==> src/rtl/taxi_pkg.sv <==
// Shared trip-meter types and constants.
// TRIP_W is common with the fare calculator; cnt_w sizes prescalers.
package taxi_pkg;

    localparam int TRIP_W              = 16;
    localparam int DEF_CYC_PER_MIN     = 100;
    localparam int DEF_PULSES_PER_UNIT = 10;

    typedef enum logic [1:0] {
        IDLE = 2'd0,
        RUN  = 2'd1,
        DONE = 2'd2
    } trip_state_t;

    // A prescaler needs at least one bit, even for a divide-by-one.
    function automatic int cnt_w(input int n);
        return (n > 1) ? $clog2(n) : 1;
    endfunction

endpackage

==> src/rtl/pulse_sync_edge.sv <==
// Two-flop synchronizer plus registered rising-edge detector.
// Ports: clk, rst (sync, active-high), async_in, rise_pulse (1-cycle).
module pulse_sync_edge (
    input  logic clk,
    input  logic rst,
    input  logic async_in,
    output logic rise_pulse
);

    logic s1_q;
    logic s2_q;
    logic s3_q;

    always_ff @(posedge clk) begin
        if (rst) begin
            s1_q <= 1'b0;
            s2_q <= 1'b0;
            s3_q <= 1'b0;
        end else begin
            s1_q <= async_in;
            s2_q <= s1_q;
            s3_q <= s2_q;
        end
    end

    // Driven only from flops, so the consumer sees the edge
    // on the third clock after the input rises.
    assign rise_pulse = s2_q & ~s3_q;

endmodule

==> src/rtl/taxi_trip_meter.sv <==
// Trip front end: counts wheel pulses into distance units and cycles
// into minutes while RUN. Ports: clk, rst, start, stop, wheel_pulse;
// outputs distance, minute (16b, registered), trip_active, trip_done.
module taxi_trip_meter
    import taxi_pkg::*;
#(
    parameter int CYC_PER_MIN     = DEF_CYC_PER_MIN,
    parameter int PULSES_PER_UNIT = DEF_PULSES_PER_UNIT
) (
    input  logic              clk,
    input  logic              rst,
    input  logic              start,
    input  logic              stop,
    input  logic              wheel_pulse,
    output logic [TRIP_W-1:0] distance,
    output logic [TRIP_W-1:0] minute,
    output logic              trip_active,
    output logic              trip_done
);

    localparam int CW = cnt_w(CYC_PER_MIN);
    localparam int PW = cnt_w(PULSES_PER_UNIT);

    localparam logic [CW-1:0]     CYC_LAST = CW'(CYC_PER_MIN - 1);
    localparam logic [PW-1:0]     PUL_LAST = PW'(PULSES_PER_UNIT - 1);
    localparam logic [TRIP_W-1:0] SAT      = '1;

    trip_state_t     state_q;
    trip_state_t     state_d;
    logic [CW-1:0]   cyc_q;
    logic [PW-1:0]   pul_q;
    logic            wheel_rise;
    logic            running;
    logic            enter_run;

    pulse_sync_edge u_wheel (
        .clk        (clk),
        .rst        (rst),
        .async_in   (wheel_pulse),
        .rise_pulse (wheel_rise)
    );

    always_ff @(posedge clk) begin
        if (rst) begin
            state_q <= IDLE;
        end else begin
            state_q <= state_d;
        end
    end

    // In RUN only stop is honoured, so stop wins a tie there;
    // elsewhere only start is honoured, so start wins.
    always_comb begin
        state_d = state_q;
        unique case (state_q)
            IDLE:    if (start) state_d = RUN;
            RUN:     if (stop)  state_d = DONE;
            DONE:    if (start) state_d = RUN;
            default: state_d = IDLE;
        endcase
    end

    assign running   = (state_q == RUN);
    assign enter_run = (state_d == RUN) && (state_q != RUN);

    always_ff @(posedge clk) begin
        if (rst) begin
            cyc_q    <= '0;
            pul_q    <= '0;
            minute   <= '0;
            distance <= '0;
        end else if (enter_run) begin
            cyc_q    <= '0;
            pul_q    <= '0;
            minute   <= '0;
            distance <= '0;
        end else if (running) begin
            if (cyc_q == CYC_LAST) begin
                cyc_q <= '0;
                if (minute != SAT) begin
                    minute <= minute + 16'd1;
                end
            end else begin
                cyc_q <= cyc_q + CW'(1);
            end
            if (wheel_rise) begin
                if (pul_q == PUL_LAST) begin
                    pul_q <= '0;
                    if (distance != SAT) begin
                        distance <= distance + 16'd1;
                    end
                end else begin
                    pul_q <= pul_q + PW'(1);
                end
            end
        end
    end

    always_ff @(posedge clk) begin
        if (rst) begin
            trip_active <= 1'b0;
            trip_done   <= 1'b0;
        end else begin
            trip_active <= (state_d == RUN);
            trip_done   <= running && (state_d == DONE);
        end
    end

endmodule
==> config.mk <==
export PLATFORM = sky130hd
export DESIGN_NAME = taxi_trip_meter
export DESIGN_NICKNAME = d
export VERILOG_FILES = /design/src/rtl/taxi_pkg.sv /design/src/rtl/pulse_sync_edge.sv /design/src/rtl/taxi_trip_meter.sv
export SDC_FILE = /design/constraint.sdc
export NUM_CORES = 1
export LEC_CHECK = 0
export BUFFER_PORTS_ARGS = -buffer_cell sky130_fd_sc_hd__buf_4
export CAP_MARGIN = 5
export CELL_PAD_IN_SITES_DETAIL_PLACEMENT = 0
export CELL_PAD_IN_SITES_GLOBAL_PLACEMENT = 1
export CORE_ASPECT_RATIO = 1.75
export CORE_UTILIZATION = 35
export CTS_BUF_LIST = sky130_fd_sc_hd__clkbuf_8
export CTS_CLUSTER_SIZE = 12
export DETAILED_ROUTE_END_ITERATION = 8
export PLACE_DENSITY = 0.72
export SYNTH_ARGS = -nofsm -noshare
export SYNTH_HDL_FRONTEND = slang
export SYNTH_SLANG_ARGS = --single-unit
export TNS_END_PERCENT = 1
==> constraint.sdc <==
create_clock -name clk -period 2 [get_ports clk]
set_input_delay 0.2 -clock clk [delete_from_list [all_inputs] [get_ports clk]]
set_output_delay 0.2 -clock clk [all_outputs]
set_load 0.005 [all_outputs]
==> flow_summary.json <==
{
  "status": "finished, final reports clean",
  "cap_violations": 0,
  "start_util_pct": 36.5,
  "place_hpwl_um": 4430,
  "synth_area_mm2": 0.00239,
  "synth_edf_count": 0,
  "wl_per_cell_um": 14.1,
  "routed_wirelength_um": 5950,
  "cp_top_family": "simple AND/OR/NAND/NOR gates",
  "insertion_delay_ns": 0.31,
  "rsz0062_at_grt": "yes",
  "fmax_mhz": 511,
  "finalHoldViolCount": 0,
  "clock_sinks": 50,
  "holdBufCountCts": 0,
  "syn_nets": 284,
  "tightest_slew_ns": 0.415,
  "layout.nets": 349,
  "drive_above_1_share_pct": 25.9,
  "yosysMostFrequentCell": "dfxtp_1",
  "fp.dieArea_mm2": 0.00717,
  "synth_xor_area_share_pct": 2.93,
  "drt_iter0_markers": 125,
  "period_needed_ns": 1.96,
  "syn_avg_cell_area_um2": 8.65,
  "synth-simple-area-share_pct": 33.7,
  "row_count": 39,
  "critPathLaunchType": "flop",
  "maxSlewViolCount": 0,
  "critPathKind": "flop to flop",
  "p_total_uw": 1690,
  "cts_buffers": 5,
  "diodes": 0,
  "ctsLongestPathBuffers": 2,
  "muxShareOfSynthArea_pct": 2.51,
  "grt_pass1_wl_um": 10300,
  "grt_overflow": 0,
  "first_global_vias": 2290,
  "synth_warnings": 0,
  "grt_max_degree": 26,
  "fin_area_mm2": 0.00311,
  "ys_ff_latch": 50,
  "antenna_found_initial": 0,
  "finClkSkew_ns": 0.00672,
  "async_flop_share_pct": 0,
  "yosys-top-cells-count": "dfxtp_1 (50), a21oi_1 (26), nand2_1 (22), nor2_1 (19), or4_1 (18)",
  "ir_drop_mv": 0.408,
  "fp.dieH_um": 111,
  "hp-class": "primary input to flop",
  "ios": 39,
  "cpPeakStageDelay_ns": 0.54,
  "h-tree-depth": 2,
  "setup_violations": 0,
  "dpl_cell_area_mm2": 0.00299,
  "coreArea_mm2": 0.00654,
  "synth_compound_area_share_pct": 14.9,
  "drc": 0,
  "vias": 2330,
  "cts-root-buf": "clkbuf_8",
  "netlist_top_cells_area": "dfxtp_1 (42%), or4_1 (5.7%), a21oi_1 (5.4%)",
  "max_slew_margin_pct": 72.2,
  "crit_arrival_ns": 2.20,
  "place_congestion": 0.804,
  "track_usage_pct": 18.1,
  "worstPathRequired_ns": 2.24,
  "synth_top_area_cell": "dfxtp_1",
  "worst-path-buf-inv": 0,
  "yosys.area.top_type_share_pct": 41.9,
  "synth_fa_ha_area_share_pct": 1.57,
  "synth.yosys.seq_area_share_pct": 41.9,
  "ys_types": 39,
  "p_per_area_mw_per_mm2": 543,
  "cts_tree": "done",
  "clk_pin_slew_worst_paths_ns": 0.09,
  "post_drt_via_cell_ratio": 5.52,
  "postSynthCellCount": 276,
  "finalCritPeriodShare_pct": 97.9,
  "die_w_um": 64.4,
  "cp-end-kind": "flop",
  "drt_pre_antenna_iters": 4,
  "path_cells": "or4b_4 > or4_4 > nor4b_1 > mux2i_1",
  "p_leak_uw": 0.00110,
  "worst-path-max-fanout": 9,
  "syn_to_final_growth_pct": 30.2,
  "ant_nets": 0,
  "port_buffers": 38,
  "fin_util_pct": 47.6,
  "synth-main-ff-cell": "dfxtp_1",
  "synth_top_family_by_area": "simple AND/OR/NAND/NOR gates",
  "cp_slowest_cell": "or4b_4"
}
==> worst reg2reg max path, cell delays in order (launching register included) <==
cell	delay [ns]
dfxtp_2	0.32
or4b_4	0.54
or4_4	0.48
nor4b_1	0.34
mux2i_1	0.21
==> cell usage in the layout (no fill, tap or decap), drive strengths merged, types with 2 or more instances in the layout <==
cell type / synthesis / layout
or2: 2 / 2
mux2i: 6 / 6
nand3b: 2 / 2
o31ai: 16 / 16
clkbuf: 11 / 6
ha: 3 / 3
nor4: 5 / 5
or4: 18 / 18
dfxtp: 50 / 50
and3: 3 / 3
nand2: 22 / 22
nor4b: 3 / 3
nand3: 10 / 10
and4: 4 / 4
nor2b: 7 / 7
o21a: 2 / 2
nand4: 12 / 12
a21oi: 26 / 26
xnor2: 4 / 4
nor2: 19 / 19
nor3: 2 / 2
or3: 12 / 12
nor4bb: 4 / 4
o21ai: 10 / 10
nor3b: 3 / 3
xor2: 4 / 4
and4b: 2 / 2
buf: 0 / 69
inv: 4 / 4
==> cell type report <==
| cell class | count | area (µm²) |
|---|---|---|
| Fill cell | 701 | 3430 |
| Multi-Input combinational cell | 211 | 1380 |
| Sequential cell | 50 | 1000 |
| Timing Repair Buffer | 69 | 531 |
| Tap cell | 82 | 103 |
| Clock buffer | 6 | 82.6 |
| Inverter | 4 | 15.0 |
==> stage by stage <==
stage | instances | hold slack, ns | setup TNS, ns | setup WS [ns]
5_1_grt | 422 | 0.126 | -0.196 | -0.0572
2_1_floorplan | 276 | 0.328 | -0.00998 | -0.00998
6_report | 422 | 0.106 | 0 | 0.0415
3_5_place_dp | 415 | 0.422 | -0.364 | -0.0823
3_3_place_gp | 415 | 0.414 | -0.171 | -0.0442
4_1_cts | 421 | 0.0964 | 0 | 0.0332
==> path summary, 6_finish.rpt <==
path	slack (ns)	startpoint	endpoint	depth (start not counted)
min	0.11	wheel_pulse	u_wheel.s1_q	2
min reg2reg	0.44	u_wheel.s1_q	u_wheel.s2_q	1
max reg2reg	0.04	state_q[1]	minute[15]	4
max	0.04	state_q[1]	minute[15]	4
==> sequential cells by signal (all words and copies together) (netlist names), 2 cells and up <==
name,flops
state_q,2
pul_q,4
minute,16
distance,16
cyc_q,7
==> report_power, final <==
part | leakage, µW | switching, µW | internal (µW)
logic | 0.000647 | 48.9 | 41.4
clock network | 0.0000431 | 322 | 267
registers | 0.000405 | 4.01 | 1000
==> cells by family after synthesis <==
family | after synthesis
compound gates | 59
xor+xnor | 8
fa+ha+maj | 3
buf+inv | 15
flops | 50
mux | 6
simple gates | 135
==> layer usage <==
| layer | wire length, µm | track usage, % | vias to the layer above |
|---|---|---|---|
| met4 | 113 | 8.15 | 0 |
| met1 | 2390 | 18.7 | 1103 |
| li1 | - | - | 1180 |
| met5 | 0 | 0 | - |
| met3 | 182 | 3.81 | 9 |
| met2 | 3270 | 33.6 | 38 |
==> repair_timing <==
item / CTS / global route
gates resized for setup: 3 / 4
endpoints found under the setup margin: 6 / 17
cloned: 0 / 0
pin swaps: 1 / 4
setup buffers: 0 / 1
No activity file was read; power rests on OpenSTA's default activity.
